## src/rtl/xbar_pkg.sv

```systemverilog
// Shared constants and helpers for the 2x2 crossbar arbiter and its datapath.
package xbar_pkg;

  localparam logic XBAR_STRAIGHT = 1'b0;
  localparam logic XBAR_CROSS    = 1'b1;
  localparam logic DEST_OUT1     = 1'b0;
  localparam logic DEST_OUT2     = 1'b1;
  localparam int   DW_DEFAULT    = 4;

  // Setting that steers requester in1 (from_in2=0) or in2 (from_in2=1) to dest.
  function automatic logic route_ctrl(input logic from_in2, input logic dest);
    return (dest ^ from_in2) ? XBAR_CROSS : XBAR_STRAIGHT;
  endfunction

endpackage

```

## src/rtl/crossbar_2x2_arbiter_datapath.sv

```systemverilog
// Existing 2x2 crossbar datapath: straight (in1->out1, in2->out2) or cross.
module Crossbar_2x2_4bit
  import xbar_pkg::*;
#(
  parameter int DW = DW_DEFAULT
) (
  input  logic          control,
  input  logic [DW-1:0] in1,
  input  logic [DW-1:0] in2,
  output logic [DW-1:0] out1,
  output logic [DW-1:0] out2
);

  assign out1 = (control == XBAR_CROSS) ? in2 : in1;
  assign out2 = (control == XBAR_CROSS) ? in1 : in2;

endmodule

```

## src/rtl/crossbar_2x2_arbiter.sv

```systemverilog
// Round-robin arbiter driving the 2x2 crossbar with per-output holding registers.
// Optional saturating conflict counter enabled by defining XBAR_CONFLICT_CNT_EN.
module crossbar_2x2_arbiter
  import xbar_pkg::*;
#(
  parameter int DW = DW_DEFAULT
) (
  input  logic          clk,
  input  logic          rst_n,
  input  logic          in1_valid,
  input  logic          in1_dest,
  input  logic [DW-1:0] in1_data,
  output logic          in1_ready,
  input  logic          in2_valid,
  input  logic          in2_dest,
  input  logic [DW-1:0] in2_data,
  output logic          in2_ready,
  output logic          out1_valid,
  output logic [DW-1:0] out1_data,
  input  logic          out1_ready,
  output logic          out2_valid,
  output logic [DW-1:0] out2_data,
  input  logic          out2_ready,
  output logic          control
`ifdef XBAR_CONFLICT_CNT_EN
  ,
  output logic [7:0]    conflict_cnt
`endif
);

  logic                 control_reg;
  logic                 ctrl_next;
  logic                 prio_reg;
  logic                 conflict;
  logic                 grant1;
  logic                 grant2;
  logic                 accept1;
  logic                 accept2;
  logic [1:0]           out_valid_reg;
  logic [1:0][DW-1:0]   out_data_reg;
  logic [1:0][DW-1:0]   xbar_out;
  logic [1:0]           out_ready;
  logic [1:0]           space;
  logic [1:0]           load;

  assign out_ready = {out2_ready, out1_ready};
  assign conflict  = in1_valid && in2_valid && (in1_dest == in2_dest);

  // Idle cycles keep the previous setting so the datapath does not glitch.
  always_comb begin
    grant1    = 1'b0;
    grant2    = 1'b0;
    ctrl_next = control_reg;
    if (conflict) begin
      if (!prio_reg) begin
        grant1    = 1'b1;
        ctrl_next = route_ctrl(1'b0, in1_dest);
      end else begin
        grant2    = 1'b1;
        ctrl_next = route_ctrl(1'b1, in2_dest);
      end
    end else begin
      grant1 = in1_valid;
      grant2 = in2_valid;
      if (in1_valid) begin
        ctrl_next = route_ctrl(1'b0, in1_dest);
      end else if (in2_valid) begin
        ctrl_next = route_ctrl(1'b1, in2_dest);
      end
    end
  end

  // A granted word waits for its own destination; it is never rerouted.
  assign accept1   = rst_n && grant1 && space[in1_dest];
  assign accept2   = rst_n && grant2 && space[in2_dest];
  assign in1_ready = accept1;
  assign in2_ready = accept2;
  assign control   = ctrl_next;

  Crossbar_2x2_4bit #(
    .DW(DW)
  ) u_xbar (
    .control(ctrl_next),
    .in1    (in1_data),
    .in2    (in2_data),
    .out1   (xbar_out[0]),
    .out2   (xbar_out[1])
  );

  generate
    for (genvar gi = 0; gi < 2; gi++) begin : g_out
      assign space[gi] = !out_valid_reg[gi] || out_ready[gi];
      assign load[gi]  = (accept1 && (in1_dest == 1'(gi))) ||
                         (accept2 && (in2_dest == 1'(gi)));

      always_ff @(posedge clk) begin
        if (!rst_n) begin
          out_valid_reg[gi] <= 1'b0;
          out_data_reg[gi]  <= '0;
        end else if (load[gi]) begin
          out_valid_reg[gi] <= 1'b1;
          out_data_reg[gi]  <= xbar_out[gi];
        end else if (out_ready[gi]) begin
          out_valid_reg[gi] <= 1'b0;
        end
      end
    end
  endgenerate

  assign out1_valid = out_valid_reg[0];
  assign out2_valid = out_valid_reg[1];
  assign out1_data  = out_data_reg[0];
  assign out2_data  = out_data_reg[1];

  // Pointer only advances once the conflict winner actually moves.
  always_ff @(posedge clk) begin
    if (!rst_n) begin
      control_reg <= XBAR_STRAIGHT;
      prio_reg    <= 1'b0;
    end else begin
      control_reg <= ctrl_next;
      if (conflict && (accept1 || accept2)) begin
        prio_reg <= !prio_reg;
      end
    end
  end

`ifdef XBAR_CONFLICT_CNT_EN
  logic [7:0] conflict_cnt_reg;

  always_ff @(posedge clk) begin
    if (!rst_n) begin
      conflict_cnt_reg <= 8'd0;
    end else if (conflict && (conflict_cnt_reg != 8'hFF)) begin
      conflict_cnt_reg <= conflict_cnt_reg + 8'd1;
    end
  end

  assign conflict_cnt = conflict_cnt_reg;
`endif

endmodule

```

## config.mk

```make
export PLATFORM = sky130hd
export DESIGN_NAME = crossbar_2x2_arbiter
export DESIGN_NICKNAME = d
export VERILOG_FILES = /design/src/rtl/xbar_pkg.sv /design/src/rtl/crossbar_2x2_arbiter_datapath.sv /design/src/rtl/crossbar_2x2_arbiter.sv
export SDC_FILE = /design/constraint.sdc
export NUM_CORES = 1
export LEC_CHECK = 0
export ABC_AREA = 1
export BUFFER_PORTS_ARGS = -buffer_cell sky130_fd_sc_hd__buf_2
export CORE_ASPECT_RATIO = 0.8
export CORE_MARGIN = 3
export CORE_UTILIZATION = 35
export CTS_BUF_LIST = sky130_fd_sc_hd__clkbuf_8
export DETAILED_ROUTE_END_ITERATION = 8
export GPL_TIMING_DRIVEN = 0
export HOLD_SLACK_MARGIN = 0.06
export PLACE_DENSITY = 0.63
export SETUP_SLACK_MARGIN = 0.5
export SYNTH_ARGS = -nofsm -noshare
export SYNTH_HDL_FRONTEND = slang
export SYNTH_SLANG_ARGS = --single-unit
export TNS_END_PERCENT = 10
```

## constraint.sdc

```tcl
create_clock -name clk -period 3.14 [get_ports clk]
set_input_delay 0.471 -clock clk [delete_from_list [all_inputs] [get_ports clk]]
set_output_delay 0.471 -clock clk [all_outputs]
set_load 0.05 [all_outputs]
```

==> flow_metrics.tcl, run 1 <==
set metrics [dict create \
    pwr-share-comb 0.340 \
    rrSetupSlack_ns 1.76 \
    swShare 0.367 \
    p_per_area_mw_per_mm2 455 \
    layout.cells.non_filler 194 \
    crit_type "input pin to primary output" \
    post_drt_wl_per_cell_um 10.0 \
    grt-ovfl-total 0 \
    ctsResizeCount 0 \
    r2r_start "out2_valid" \
    crit_chain "buf_2 -> inv_2 -> nand2_2 -> nand3_1 -> nand3_4 -> nand2_4 -> inv_1 -> buf_2" \
    maxCapViolations 0 \
    finClkSkew_ns 0.00141 \
    synth_compound_area_frac 0.0185 \
    p_sw_w 0.000171 \
    cts_tree "built" \
    worst_r2r_path_depth 8 \
    multiInputGateArea_um2 458 \
    synth_adder_area_share 0 \
    vias 900 \
    path_max_fanout 10 \
    setup-tns-final_ns 0 \
    p_clk_frac 0.293 \
    peakVddDrop_mv 0.263 \
    muxShareOfSynthArea 0 \
    synth_area_per_cell_um2 5.85 \
    tightest_slew_ns 0.250 \
    required_ns 2.67 \
    crit_top_cell "buf_2" \
    die_w_um 59.9 \
    cts_buffers 3 \
    fin_util 0.504 \
    nNetsFinal 188 \
    cts.clk_slew.worst_paths_ns 0.05 \
    critPathMaxStageDelay_ns 0.25 \
    pin_count 29 \
    ant_nets 0 \
    clockBufferDepth 2 \
    n_fill_cell 220 \
    final_max_slew_viol_count 0 \
    drtIter0Drc 27 \
    period_share 0.639 \
    io_buffers 28 \
    p_int_w 0.000295 \
    critical-path-top-delay-family "buffers and inverters" \
    core-area_mm2 0.00203 \
    crit_path_start_kind "input pin" \
    clock_sinks 12 \
    path_buf_inv 4 \
    start_util 0.400 \
    drc 0 \
    htreeDepth 1 \
    die_area_mm2 0.00294 \
    synthSimpleGateAreaFrac 0.545 \
    grt_pass1_wl_um 3210 \
    postCtsHoldBufs 0 \
    ctsRootBufferMaster "clkbuf_8" \
    syn_area_um2 813 \
    die_h_um 49.1 \
    placed_cells 191 \
    synth_top_family_by_area "simple AND/OR/NAND/NOR gates" \
    clock_latency_ns 0.24 \
    r2r-end "out2_data[3]" \
    cp-end-kind "primary output" \
    grt_use_total 0.141 \
    layout_min_cycle_time_ns 2.01 \
    status "finished, final reports clean" \
    row_count 14 \
    rsz0062_at_grt "no" \
    num_antenna_cells 0 \
    hold_viol 0 \
    drive_above_1_share 0.247 \
    hp-start "rst_n" \
    synth-xor-area-share 0 \
    grt_pass1_vias 749 \
    whs_endpoint "out2_data[1]" \
    place.gp.congestion 0.879 \
    hpwl_um 1580 \
    ys_types 17 \
    antenna_found_initial 0 \
    via_per_inst 4.64 \
    max_freq_mhz 498 \
    areaGrowthSynthToFinish_pct 26.0 \
    grt_max_degree 11 \
    slew_headroom 0.834 \
    synth_seq_area_share 0.295 \
    cts_setup_buffers 0 \
    leakagePower_nw 0.620 \
    routed_wl_um 1940 \
    syn-instance-count 139 \
    hold_path_depth 3 \
    yosys_warnings 0 \
    slowest_stage "buf_2" \
    firstDrtPassIters 4 \
    setup_viol 0 \
    ys_ff_latch 12 \
    seq_power_share 0.367 \
    hold_class "input pin to flop" \
    regArea_um2 240 \
    syn-num-nets 155 \
    worstPathArrival_ns 1.54 \
]
through the flow:
stage	hold slack [ns]	worst slack, ns	area (µm²)	power (W)
4_1_cts	0.519	1.13	1020	0.000472
6_report	0.515	1.13	1020	0.000466
3_5_place_dp	0.535	1.13	983	0.000333
2_1_floorplan	0.558	1.12	813	0.000292
3_3_place_gp	0.533	1.15	983	0.000331
5_1_grt	0.527	1.00	1020	0.000496
worst register-to-register path, stage by stage, from the launching register on:
cell and delay [ns]:
dfxtp_1 0.33, nand3_1 0.08, nand2_1 0.06, nor2_1 0.17
nand3_1 0.23, nand2_1 0.15, clkinv_2 0.09, nor2_1 0.12
nor2_1 0.05
layout by cell type (no fill, tap or decap):
master and count:
nor2_1 20, o21ai_0 1, o21ai_1 1, buf_2 28
nand2_4 1, inv_2 2, nand2_2 2, inv_1 23
nor2_2 1, nand3_1 25, clkinv_2 2, clkbuf_8 3
buf_6 1, nand3_4 1, nand2_1 43, dfxtp_1 12
nand4_1 2, nand4_4 1, a21oi_1 1
power by group through the flow:
stage,clock network [W],logic [W],registers (W)
final,0.000137,0.000159,0.000171
after global routing,0.000148,0.000176,0.000172
after CTS,0.000141,0.000160,0.000171
after detailed placement,0,0.000159,0.000174
after global placement,0,0.000158,0.000173
after floorplan,0,0.0000811,0.000211
cell type report:
cell class / count / area share
Tap cell: 24 / 0.0293
Clock buffer: 3 / 0.0403
Inverter: 27 / 0.101
Sequential cell: 12 / 0.234
Timing Repair Buffer: 28 / 0.137
Buffer: 1 / 0.0110
Multi-Input combinational cell: 99 / 0.447
synthesized netlist by cell type, drive strengths merged:
| cell | n | area (µm²) |
|---|---|---|
| nand4 | 3 | 33.8 |
| inv | 25 | 93.8 |
| buf | 1 | 11.3 |
| a21oi | 1 | 5.00 |
| clkinv | 2 | 10.0 |
| dfxtp | 12 | 240 |
| nand3 | 26 | 143 |
| nor2 | 21 | 81.3 |
| o21ai | 2 | 10.0 |
| nand2 | 46 | 185 |
worst max-delay path by stage:
stage | start | to | slack [ns] | cells after the start
CTS | in1_dest | control | 1.13 | 8
floorplan | out2_valid | in1_ready | 1.12 | 5
global placement | in2_dest | control | 1.15 | 8
global route | in2_valid | control | 1.0 | 8
finish | in1_dest | control | 1.13 | 8
detailed placement | in1_dest | control | 1.13 | 8
kinds of logic after synthesis:
logic type      count (synthesis)
compound gates                  3
buf+inv                        28
flops                          12
simple gates                   96
layer usage:
metal,GRT usage,vias up,share of wire,routed length [µm]
met5,0,-,0,0
met2,0.210,18,0.46,898
met4,0.0332,0,0.0041,8
met3,0.0476,2,0.055,107
met1,0.192,393,0.48,928
li1,-,487,-,-
Power figures use the tool's default switching activity.
==> run 2, diff against run 1 <==
--- a/config.mk
+++ b/config.mk
@@ -14,7 +14,7 @@
 export DETAILED_ROUTE_END_ITERATION = 8
 export GPL_TIMING_DRIVEN = 0
 export HOLD_SLACK_MARGIN = 0.06
-export PLACE_DENSITY = 0.63
+export PLACE_DENSITY = 0.65
 export SETUP_SLACK_MARGIN = 0.5
 export SYNTH_ARGS = -nofsm -noshare
 export SYNTH_HDL_FRONTEND = slang
==> constraint.sdc (replaced) <==
create_clock -name clk -period 1.6 [get_ports clk]
set_input_delay 0.24 -clock clk [delete_from_list [all_inputs] [get_ports clk]]
set_output_delay 0.24 -clock clk [all_outputs]
set_load 0.05 [all_outputs]
==> run 2 against run 1 <==
  * Combinational power is 120% higher
  * Largest power group is now combinational logic
  * Critical path type is now flop to primary output
  * Count of clock-buffer cells in the layout stayed put
  * Clock power is 93% higher
  * Critical path depth is 2 lower
  * Total power is 100% higher
  * Die area stayed put
  * Cell count is 2.1% higher
  * Clock skew hardly changed
  * Flip-flop and latch count stayed put
  * Final area is 12% higher
  * Worst setup slack worse by 0.96 ns
  * Via count is 4.9% higher
==> flow_metrics.tcl, run 2 (synthesis results as in run 1) <==
set metrics [dict create \
    required_ns 1.36 \
    clockBufferDepth 2 \
    hold_viol 0 \
    power_w 0.000950 \
    die_h_um 49.1 \
    nNetsFinal 192 \
    row_count 14 \
    pwr-share-comb 0.369 \
    crit_type "flop to primary output" \
    firstDrtPassIters 4 \
    routed_wl_um 2080 \
    grt-ovfl-total 0 \
    layout_min_cycle_time_ns 1.42 \
    cts.clk_slew.worst_paths_ns 0.05 \
    via_per_inst 4.77 \
    grt_max_degree 11 \
    worst_r2r_path_depth 9 \
    cts_tree "built" \
    drc 0 \
    hp-start "rst_n" \
    startpoint "prio_reg" \
    grt_use_total 0.151 \
    hold_class "input pin to flop" \
    clock_sinks 12 \
    placed_cells 191 \
    io_buffers 28 \
    final_common_cell "nand2_1" \
    r2r_start "out1_valid" \
    slew_headroom 0.834 \
    worstPathArrival_ns 1.18 \
    antenna_found_initial 0 \
    place_area_mm2 0.00104 \
    clock_latency_ns 0.24 \
    p_int_w 0.000601 \
    ctsRootBufferMaster "clkbuf_8" \
    areaGrowthSynthToFinish_pct 41.7 \
    start_util 0.400 \
    grt_pass1_vias 772 \
    ant_nets 0 \
    seq_power_share 0.352 \
    hpwl_um 1610 \
    cp-end-kind "primary output" \
    grt_pass1_wl_um 3420 \
    max_freq_mhz 703 \
    cts_buffers 3 \
    finClkSkew_ns 0.00125 \
    peakVddDrop_mv 0.586 \
    setup_viol 0 \
    hold_path_depth 3 \
    leakagePower_nw 0.640 \
    stdcell_area_mm2 0.00115 \
    place.gp.congestion 0.890 \
    period_share 0.889 \
    p_sw_w 0.000349 \
    drive_above_1_share 0.374 \
    core-area_mm2 0.00203 \
    num_antenna_cells 0 \
    final_max_slew_viol_count 0 \
    postCtsHoldBufs 0 \
    die_area_mm2 0.00294 \
    drtIter0Drc 25 \
    pin_count 29 \
    htreeDepth 1 \
    layout.cells.non_filler 198 \
    setup-tns-final_ns 0 \
    p_per_area_mw_per_mm2 824 \
    rsz0062_at_grt "yes" \
    die_w_um 59.9 \
    crit_path_start_kind "flop" \
    p_clk_frac 0.279 \
    path_max_fanout 4 \
    vias 944 \
    swShare 0.368 \
    status "finished, final reports clean" \
    tightest_slew_ns 0.250 \
    post_drt_wl_per_cell_um 10.5 \
    final_cell_mix "41 x nand2_1, 25 x buf_2, 19 x nand3_1" \
    maxCapViolations 0 \
]
## run 2: path summary, 6_finish.rpt
kind	endpoint	slack [ns]
setup / recovery	control	0.18
hold / removal	prio_reg	0.27
setup reg to reg	out1_data[0]	0.28
hold reg to reg	out1_data[3]	0.55
## run 2: metrics by stage
step	hold slack, ns	worst slack [ns]	util
after floorplan	0.356	0.356	-
after global placement	0.517	0.0360	0.512
after detailed placement	0.524	0.0183	0.512
after CTS	0.268	0.170	0.558
after global routing	0.282	0.0864	0.567
final	0.270	0.178	0.567
## run 2: critical path, cell delays in order, from the launching register on
cell	delay (ns)
dfxtp_2	0.36
nand2_1	0.07
o21ai_2	0.07
nand4_4	0.11
nand2_4	0.10
clkinvlp_4	0.07
buf_6	0.15
## run 2: area by class of cell
cell class	count	area (µm²)
fill	213	880
multi-input combinational	99	517
sequential	12	249
timing repair buffer	32	193
inverter	27	111
clock buffer	3	41.3
tap	24	30.0
buffer	1	11.3
## run 2: metal layers
metal  routed length, µm  track usage
met2                 970        0.218
met1                 930        0.212
met5                   0            0
met4                  13       0.0332
met3                 167       0.0556
## run 2: timing repair
item	in CTS	in global routing
pin swaps	3	1
cloned	0	0
endpoints found under the setup margin	14	16
endpoints found under the hold margin	0	0
gates resized for setup	8	5
setup buffers	4	0
## run 2: power groups by stage
stage	combinational, W	clock, W	sequential [W]
after floorplan	0.000171	0	0.000414
after global placement	0.000322	0	0.000339
final	0.000350	0.000265	0.000334
after CTS	0.000346	0.000277	0.000334
after global routing	0.000386	0.000294	0.000336
after detailed placement	0.000326	0	0.000340
